$ cat src/rtl/lab6_pkg.sv
`default_nettype none
// ============================================================================
//  Module   : lab6_pkg
//  Purpose  : Shared types and defaults for the instruction loader front-end:
//             loader FSM state encoding, default debounce/sync depths and a
//             byte-lane merge helper for the instruction register.
//  Revision : 1.0 - initial release
// ============================================================================
package lab6_pkg;

    // Loader sequencing states; IDLE is the only state that accepts key events.
    typedef enum logic [2:0] {
        IDLE  = 3'd0,
        LOAD  = 3'd1,
        START = 3'd2,
        RUN   = 3'd3,
        DONE  = 3'd4
    } loader_state_t;

    // 10 ms of stability at 50 MHz before a key change is believed.
    localparam int DEF_DEBOUNCE = 500000;

    // Two flops is the minimum for a metastability-safe synchroniser.
    localparam int DEF_SYNC = 2;

    // Replace one byte lane of the instruction word, keeping the other lane.
    function automatic logic [15:0] lane_merge(
        input logic [15:0] cur,
        input logic [7:0]  data,
        input logic        hi_lane
    );
        return hi_lane ? {data, cur[7:0]} : {cur[15:8], data};
    endfunction

endpackage
`default_nettype wire

$ cat src/rtl/instr_loader_if.sv
`default_nettype none
// ============================================================================
//  Module   : instr_loader_if
//  Purpose  : Board-side bundle of the instruction loader: switches and raw
//             keys in, cpu handshake and display signals out. The loader
//             itself takes the slave view; whatever drives the board pins
//             (top-level wrapper or a bench) takes the master view.
//  Revision : 1.0 - initial release
// ============================================================================
interface instr_loader_if;

    logic [9:0]  sw;           // sw[9] = lane select, sw[7:0] = data byte
    logic        enter_n;      // raw active-low "latch byte" key
    logic        go_n;         // raw active-low "execute" key
    logic        w;            // cpu idle/wait flag
    logic [15:0] ir;           // assembled instruction word
    logic        load;         // one-cycle load strobe to the cpu
    logic        s;            // cpu start request
    logic        busy;         // loader is sequencing
    logic [7:0]  ledr;         // shows the lane not currently selected
    logic [7:0]  instr_count;  // completed instructions, modulo 256

    modport master (
        output sw, enter_n, go_n, w,
        input  ir, load, s, busy, ledr, instr_count
    );

    modport slave (
        input  sw, enter_n, go_n, w,
        output ir, load, s, busy, ledr, instr_count
    );

endinterface
`default_nettype wire

$ cat src/rtl/key_debounce.sv
`default_nettype none
// ============================================================================
//  Module   : key_debounce
//  Purpose  : Conditions one raw active-low push-button: synchronises it into
//             clk, requires DEBOUNCE_CYCLES consecutive disagreeing samples
//             before accepting a new level, and emits a one-cycle pulse on
//             each accepted press (released -> pressed). Releases are silent.
//  Revision : 1.0 - initial release
// ============================================================================
module key_debounce
    import lab6_pkg::*;
#(
    parameter int DEBOUNCE_CYCLES = DEF_DEBOUNCE,
    parameter int SYNC_STAGES     = DEF_SYNC
) (
    input  wire logic clk,
    input  wire logic reset,
    input  wire logic key_n,
    output logic      pressed,
    output logic      press
);

    // Counter only needs to reach DEBOUNCE_CYCLES-1.
    localparam int                 c_cnt_w   = (DEBOUNCE_CYCLES > 1) ? $clog2(DEBOUNCE_CYCLES) : 1;
    localparam logic [c_cnt_w-1:0] c_cnt_max = c_cnt_w'(DEBOUNCE_CYCLES - 1);

    logic [SYNC_STAGES-1:0] sync_q;
    logic [SYNC_STAGES-1:0] sync_d;
    logic                   db_q;      // debounced level, 1 = released
    logic                   db_d;
    logic [c_cnt_w-1:0]     cnt_q;
    logic [c_cnt_w-1:0]     cnt_d;
    logic                   press_q;
    logic                   press_d;
    logic                   w_synced;

    // Shift chain: new raw sample enters at bit 0, the oldest sits at the top.
    generate
        if (SYNC_STAGES > 1) begin : g_sync_chain
            always_comb begin
                sync_d = {sync_q[SYNC_STAGES-2:0], key_n};
            end
        end else begin : g_sync_single
            always_comb begin
                sync_d = key_n;
            end
        end
    endgenerate

    assign w_synced = sync_q[SYNC_STAGES-1];

    // Stability counter: any agreement restarts the count; the level flips
    // only after a full run of disagreeing samples.
    always_comb begin
        db_d  = db_q;
        cnt_d = '0;
        if (w_synced != db_q) begin
            if (cnt_q == c_cnt_max) begin
                db_d  = w_synced;
                cnt_d = '0;
            end else begin
                cnt_d = cnt_q + c_cnt_w'(1);
            end
        end
        // Pulse only on the accepted falling edge of the active-low key.
        press_d = db_q & ~db_d;
    end

    // State registers; reset treats the key as released everywhere.
    always_ff @(posedge clk) begin
        if (reset) begin
            sync_q  <= '1;
            db_q    <= 1'b1;
            cnt_q   <= '0;
            press_q <= 1'b0;
        end else begin
            sync_q  <= sync_d;
            db_q    <= db_d;
            cnt_q   <= cnt_d;
            press_q <= press_d;
        end
    end

    assign pressed = ~db_q;
    assign press   = press_q;

endmodule
`default_nettype wire

$ cat src/rtl/instr_loader.sv
`default_nettype none
// ============================================================================
//  Module   : instr_loader
//  Purpose  : Upstream front-end for the cpu. Debounces the ENTER and GO keys,
//             assembles the 16-bit instruction a byte lane at a time from the
//             switches, then runs the cpu load/start handshake and waits for
//             the cpu to return to its wait state before counting the
//             instruction as completed.
//  Revision : 1.0 - initial release
// ============================================================================
module instr_loader
    import lab6_pkg::*;
#(
    parameter int DEBOUNCE_CYCLES = DEF_DEBOUNCE,
    parameter int SYNC_STAGES     = DEF_SYNC
) (
    input  wire logic      clk,
    input  wire logic      reset,
    instr_loader_if.slave  bus
);

    logic          w_enter_press;
    logic          w_go_press;
    logic          w_enter_pressed;
    logic          w_go_pressed;
    logic          w_unused_levels;

    loader_state_t state_q;
    logic [15:0]   ir_q;
    logic          load_q;
    logic          s_q;
    logic          busy_q;
    logic [7:0]    count_q;

    key_debounce #(
        .DEBOUNCE_CYCLES (DEBOUNCE_CYCLES),
        .SYNC_STAGES     (SYNC_STAGES)
    ) u_enter_db (
        .clk     (clk),
        .reset   (reset),
        .key_n   (bus.enter_n),
        .pressed (w_enter_pressed),
        .press   (w_enter_press)
    );

    key_debounce #(
        .DEBOUNCE_CYCLES (DEBOUNCE_CYCLES),
        .SYNC_STAGES     (SYNC_STAGES)
    ) u_go_db (
        .clk     (clk),
        .reset   (reset),
        .key_n   (bus.go_n),
        .pressed (w_go_pressed),
        .press   (w_go_press)
    );

    // Held levels and sw[8] have no role in sequencing; gathered here only.
    assign w_unused_levels = w_enter_pressed ^ w_go_pressed ^ bus.sw[8];

    // Loader sequencer. Outputs are registered and set on the transition into
    // the state that owns them, so load and s are glitch-free and disjoint.
    // Key events outside IDLE fall through untouched and are lost.
    always_ff @(posedge clk) begin
        if (reset) begin
            state_q <= IDLE;
            ir_q    <= '0;
            load_q  <= 1'b0;
            s_q     <= 1'b0;
            busy_q  <= 1'b0;
            count_q <= '0;
        end else begin
            case (state_q)
                IDLE: begin
                    // ENTER has priority; a coincident GO is dropped.
                    if (w_enter_press) begin
                        ir_q <= lane_merge(ir_q, bus.sw[7:0], bus.sw[9]);
                    end else if (w_go_press) begin
                        state_q <= LOAD;
                        load_q  <= 1'b1;
                        busy_q  <= 1'b1;
                    end
                end
                LOAD: begin
                    load_q  <= 1'b0;
                    s_q     <= 1'b1;
                    state_q <= START;
                end
                START: begin
                    // cpu leaving its wait state acknowledges the request.
                    if (!bus.w) begin
                        s_q     <= 1'b0;
                        state_q <= RUN;
                    end
                end
                RUN: begin
                    // Count lands as DONE is entered, a cycle before busy drops.
                    if (bus.w) begin
                        count_q <= count_q + 8'd1;
                        state_q <= DONE;
                    end
                end
                DONE: begin
                    busy_q  <= 1'b0;
                    state_q <= IDLE;
                end
                default: begin
                    state_q <= IDLE;
                    load_q  <= 1'b0;
                    s_q     <= 1'b0;
                    busy_q  <= 1'b0;
                end
            endcase
        end
    end

    assign bus.ir          = ir_q;
    assign bus.load        = load_q;
    assign bus.s           = s_q;
    assign bus.busy        = busy_q;
    assign bus.instr_count = count_q;
    assign bus.ledr        = bus.sw[9] ? ir_q[7:0] : ir_q[15:8];

endmodule
`default_nettype wire

$ cat src/flat_wrapper.sv
// flat-port wrapper written by rule: the top's interface ports become plain ports
module instr_loader_flat import lab6_pkg::*;
#(
    parameter int DEBOUNCE_CYCLES = DEF_DEBOUNCE,
    parameter int SYNC_STAGES     = DEF_SYNC
)
  (clk, reset, bus_sw, bus_enter_n, bus_go_n, bus_w, bus_ir, bus_load, bus_s, bus_busy, bus_ledr, bus_instr_count);
  instr_loader_if bus_i ();
  input  wire logic clk;
  input  wire logic reset;
  input wire logic [$bits(bus_i.sw)-1:0] bus_sw;
  input wire logic [$bits(bus_i.enter_n)-1:0] bus_enter_n;
  input wire logic [$bits(bus_i.go_n)-1:0] bus_go_n;
  input wire logic [$bits(bus_i.w)-1:0] bus_w;
  output wire logic [$bits(bus_i.ir)-1:0] bus_ir;
  output wire logic [$bits(bus_i.load)-1:0] bus_load;
  output wire logic [$bits(bus_i.s)-1:0] bus_s;
  output wire logic [$bits(bus_i.busy)-1:0] bus_busy;
  output wire logic [$bits(bus_i.ledr)-1:0] bus_ledr;
  output wire logic [$bits(bus_i.instr_count)-1:0] bus_instr_count;
  assign bus_i.sw = bus_sw;
  assign bus_i.enter_n = bus_enter_n;
  assign bus_i.go_n = bus_go_n;
  assign bus_i.w = bus_w;
  assign bus_ir = bus_i.ir;
  assign bus_load = bus_i.load;
  assign bus_s = bus_i.s;
  assign bus_busy = bus_i.busy;
  assign bus_ledr = bus_i.ledr;
  assign bus_instr_count = bus_i.instr_count;
  instr_loader #(.DEBOUNCE_CYCLES(DEBOUNCE_CYCLES), .SYNC_STAGES(SYNC_STAGES)) u_core (.clk(clk), .reset(reset), .bus(bus_i));
endmodule
$ cat config.mk
export PLATFORM = sky130hd
export DESIGN_NAME = instr_loader_flat
export DESIGN_NICKNAME = d
export VERILOG_FILES = /design/src/rtl/lab6_pkg.sv /design/src/rtl/instr_loader_if.sv /design/src/rtl/key_debounce.sv /design/src/rtl/instr_loader.sv /design/src/flat_wrapper.sv
export SDC_FILE = /design/constraint.sdc
export NUM_CORES = 1
export LEC_CHECK = 0
export BUFFER_PORTS_ARGS = -buffer_cell sky130_fd_sc_hd__buf_2
export CAP_MARGIN = 25
export CORE_ASPECT_RATIO = 0.9
export CORE_MARGIN = 10
export CORE_UTILIZATION = 45
export DETAILED_ROUTE_END_ITERATION = 6
export GPL_TIMING_DRIVEN = 0
export PLACE_DENSITY = 0.72
export SYNTH_ARGS = -nofsm -noshare
export SYNTH_HDL_FRONTEND = slang
export SYNTH_SLANG_ARGS = --single-unit
$ cat constraint.sdc
create_clock -name clk -period 4.83 [get_ports clk]
set_input_delay 0.966 -clock clk [delete_from_list [all_inputs] [get_ports clk]]
set_output_delay 0.966 -clock clk [all_outputs]
set_load 0.05 [all_outputs]
======== Word level (Yosys, flattened, before mapping) ========
Index checks and enable logic that the tools add are counted.
word-level totals
  register bits ........................... 76
  input bits .............................. 15
  output and inout port bits .............. 35
  logic and storage cells ................. 69
operators by class
  add/subtract/negate cells ............... 3
  equal/unequal tests ..................... 12
  muxes and demuxes ....................... 16
  bitwise operators ....................... 10
  reduce and logical (&&, ||, !) cells .... 13
operators with widths
  cell                   count
  $add 19x1->19 const B  2
  $eq 19x19->1 const B   2
  $reduce_or 3->1        5
  $mux 3                 4
  $pmux 3 s4             1
  $reduce_and 3->1       4
  $add 8x1->8 const B    1
  $mux 8                 1
  $ne 2x2->1 const B     4
  $not 1->1              8
  $mux 1                 7
  $eq 3x2->1 const B     2
  $pmux 1 s2             2
  $reduce_and 2->1       2
  $reduce_and 4->1       1
  $eq 3x1->1 const B     1
  $eq 3x3->1 const B     1
  $logic_not 3->1        1
  $pmux 1 s3             1
  $and 1x1->1            2
  $ne 1x1->1             2

======== Depth between registers and ports, before layout ========
  depth after elaboration ................. 5
  gate-level depth with buffers ........... 5

======== Modules after synthesis ========
A second synthesis with hierarchy kept.
unflattened totals
  cells, all modules ...................... 375
  area total of the unflattened synthesis .. 3392.0 µm²
by module, submodules not included
  module        times used  cells each  area each (µm²)  seq. area each (µm²)
  key_debounce  2           111         996.0            460.4
  instr_loader  1           153         1400.1           600.6

======== Worst setup path after synthesis ========
Ideal clock, no wire load.
  path kind ............................... input to output
  start ................................... in bus_sw[9]
  end ..................................... out bus_ledr[0]
  arrival time ............................ 1.770 ns
  slack ................................... 2.094 ns
  stages on the path ...................... 2
  buffers on the path ..................... 1
  path through ............................ clkbuf_1 > mux2_2
between the ends
  cells in the longest elaborated chain, start to end .. 1
ends and longest elaborated chain
  element      line                 text
  from (decl)  flat_wrapper.sv:11   input wire logic [$bits(bus_i.sw)-1:0] bus_sw;
  $mux 8       instr_loader.sv:121  assign bus.ledr = bus.sw[9] ? ir_q[7:0] : ir_q[15:8];
  to (decl)    flat_wrapper.sv:19   output wire logic [$bits(bus_i.ledr)-1:0] bus_ledr;
No other way between the ends.

======== Final worst setup path ========
  start ................................... in bus_sw[9]
  end ..................................... out bus_ledr[4]
Same word-level chain as after synthesis.

==> qor.csv <==
stage,metric,value,unit
route,wl,6.684,mm
timing,slew_viol_final,0,
worst_setup_path,cp-start-kind,input port,
timing,period_share,62.12,%
yosys,synth_cells,355,
die,die_h,101.2,um
worst_setup_path,critPathMaxStageDelay,0.45,ns
cts,post_cts_buffers,0,
yosys,ys_seq_area_share,46.15,%
cts,htree_levels,3,
outcome,status,finished clean,
global_routing,grt.overflow.total,0,
cts,clock_path_buffers,2,
global_routing,grt_max_degree,15,
timing,hold_viol,0,
die,die_x,110.2,um
worst_setup_path,rr_worst_depth,5,
yosys,synth-async-reset-ratio,0,%
cts,numCtsBuffers,9,
route,drcViolationCount,0,
cts,insertion_delay,0.34,ns
cells_and_area,antenna_cells,0,
placed_design,dpl_cell_area,3649,um2
timing,max_slew_margin,60.15,%
die,dieArea,11150,um2
route,vias,2610,
flow_run,drv_cap,0,
global_routing,grt_pass1_wl,11.56,mm
cts,cts_tree,built,
cells_and_area,area_growth,16.96,%
worst_setup_path,crit_chain,clkbuf_1 -> mux2_2 -> buf_2,
die,coreArea,7076,um2
global_routing,grtUsageTotal,12.69,%
yosys,syn_area_per_cell,9.287,um2
cts,cts-resized-gates,0,
die,rows,29,
worst_hold_path,holdPathStages,1,
cts,ctsHoldBuffers,0,
placed_design,gp_congestion,0.8337,
route,vias_per_cell,5.108,
cells_and_area,final_cell_area,3856,um2
route,firstDrtPassIters,4,
timing,finalCriticalPeriod,3.000,ns
timing,fin_skew,0.007765,ns
global_routing,grt_pass1_vias,2511,
worst_setup_path,critPathKind,input port to output port,
worst_setup_path,worstPathArrival,2.03,ns
timing,tightest_slew,0.5978,ns
yosys,yosys_warnings,0,
timing,finalSetupViolCount,0,
placed_design,place_hpwl,4.971,mm
yosys,synth.distinct_cells,46,
cts,cts-root-buf,clkbuf_8,
timing,fmax,333.3,MHz
route,ant_nets,0,
cells_and_area,layout_common_cells,"dfxtp_1 (76), nor2_1 (70), buf_2 (52)",
worst_setup_path,critPathCaptureType,output port,
yosys,synth.net_count,373,
worst_hold_path,hold_class,flop to flop,
route,drt_iter0_markers,54,
cells_and_area,final_nets,431,
route,wl_per_cell,13.08,um
power_and_ir_drop,ir_drop,192.4,uV
cells_and_area,final_common_cell,dfxtp_1,
yosys,synth_edf_count,0,
placed_design,portBuffers,47,
cts,cts.sinks,76,
global_routing,antenna_found_initial,0,
yosys,syn_area,3297,um2
die,start_util,46.60,%
cells_and_area,drive_above_1_share,22.49,%
power_and_ir_drop,leakagePower,0.001462,uW
yosys,synth-main-ff-cell,dfxtp_1,
timing,grt_setup_unrepaired,false,
timing,fin_setup_tns,0,ns
worst_setup_path,cp_slowest_cell,clkbuf_1,
die,ios,50,
power_and_ir_drop,power.density,296.8,nW/um2
cts,clk_pin_slew_worst_paths,0.08,ns
yosys,synth_seq_cells,76,
worst_setup_path,cp_max_fo,10,
worst_setup_path,required,3.86,ns
-- final cells by class --
type	count	area [um2]
tap	93	116.4
buffer	11	47.55
multi-input combinational	257	1687
timing repair buffer	47	235.2
fill	677	3219
inverter	11	41.29
sequential	76	1521
clock buffer	10	137.6
clock inverter	6	70.07
-- per-layer routing --
metal,track usage (%),part of all wire [%]
met1,15.11,46
met2,20.96,49
met3,4.508,5.0
met4,3.949,0.69
met5,0,0
-- sequential cells by signal (all words and copies together) (netlist names) --
name                      cells
u_core.u_go_db.press          1
u_core.bus.load               1
u_core.u_go_db.sync_q         2
u_core.state_q                3
u_core.bus.s                  1
u_core.bus.busy               1
u_core.bus.instr_count        8
u_core.bus.ir                16
u_core.u_enter_db.press       1
u_core.u_enter_db.sync_q      2
u_core.u_enter_db.cnt_q      19
u_core.u_enter_db.db_q        1
u_core.u_go_db.db_q           1
u_core.u_go_db.cnt_q         19
-- cells in the mapped netlist (3+ instances only) --
library cell,count,share of area (%)
o21ai_0,4,0.61
ha_1,3,1.1
dfxtp_1,76,46
nor3_1,8,1.2
nand2b_1,3,0.57
mux2i_1,19,5.8
nor2_1,70,8.0
nand4_1,11,2.1
xnor2_1,26,6.9
nand3_1,13,2.0
nor3b_1,3,0.68
mux2_2,8,2.7
or2_2,4,0.76
xor2_1,9,2.4
buf_2,5,0.76
inv_1,11,1.3
a21oi_1,12,1.8
nor4_1,10,1.9
and3_1,6,1.1
clkbuf_1,5,0.57
nand2_1,17,1.9
-- cell families after synthesis --
family	Yosys count	synth area share, %
muxes	27	8.501
adders and majority gates	3	1.139
AOI/OAI and AO/OA	23	4.289
xor gates and xnor gates	35	9.298
buffers and inverters	22	2.694
and+or+nand+nor	169	27.93
DFF	76	46.15
-- final timing paths --
kind                             from                  endpoint  slack [ns]
max                         bus_sw[9]               bus_ledr[4]        1.83
min          u_core.u_go_db.sync_q[0]  u_core.u_go_db.sync_q[1]        0.41
max reg2reg   u_core.u_go_db.cnt_q[0]  u_core.u_go_db.cnt_q[10]        3.00
min reg2reg  u_core.u_go_db.sync_q[0]  u_core.u_go_db.sync_q[1]        0.41
-- per-stage QoR --
stage                     util, %  power (uW)  cells  worst slack [ns]  hold WS, ns
after global routing        54.50        1191    511             1.782       0.4374
after detailed placement    51.57       665.6    495             1.835       0.3945
after global placement      51.57       665.1    495             1.857       0.3917
after CTS                   54.50        1160    511             1.829       0.4154
after floorplan                 -       655.3    355             2.094       0.3895
final                       54.50        1145    511             1.830       0.4131
-- critical path: cells and delay by family --
family	cells	cell delay, ns
muxes	1	0.40
buffers and inverters	2	0.66
-- power breakdown --
group | internal (uW) | total, uW | switching [uW] | leakage [uW]
Sequential | 628 | 629 | 1.25 | 0.000613
Combinational | 8.21 | 21.2 | 13.0 | 0.000741
Clock | 257 | 494 | 237 | 0.000107
No activity file was read; power rests on OpenSTA's default activity.
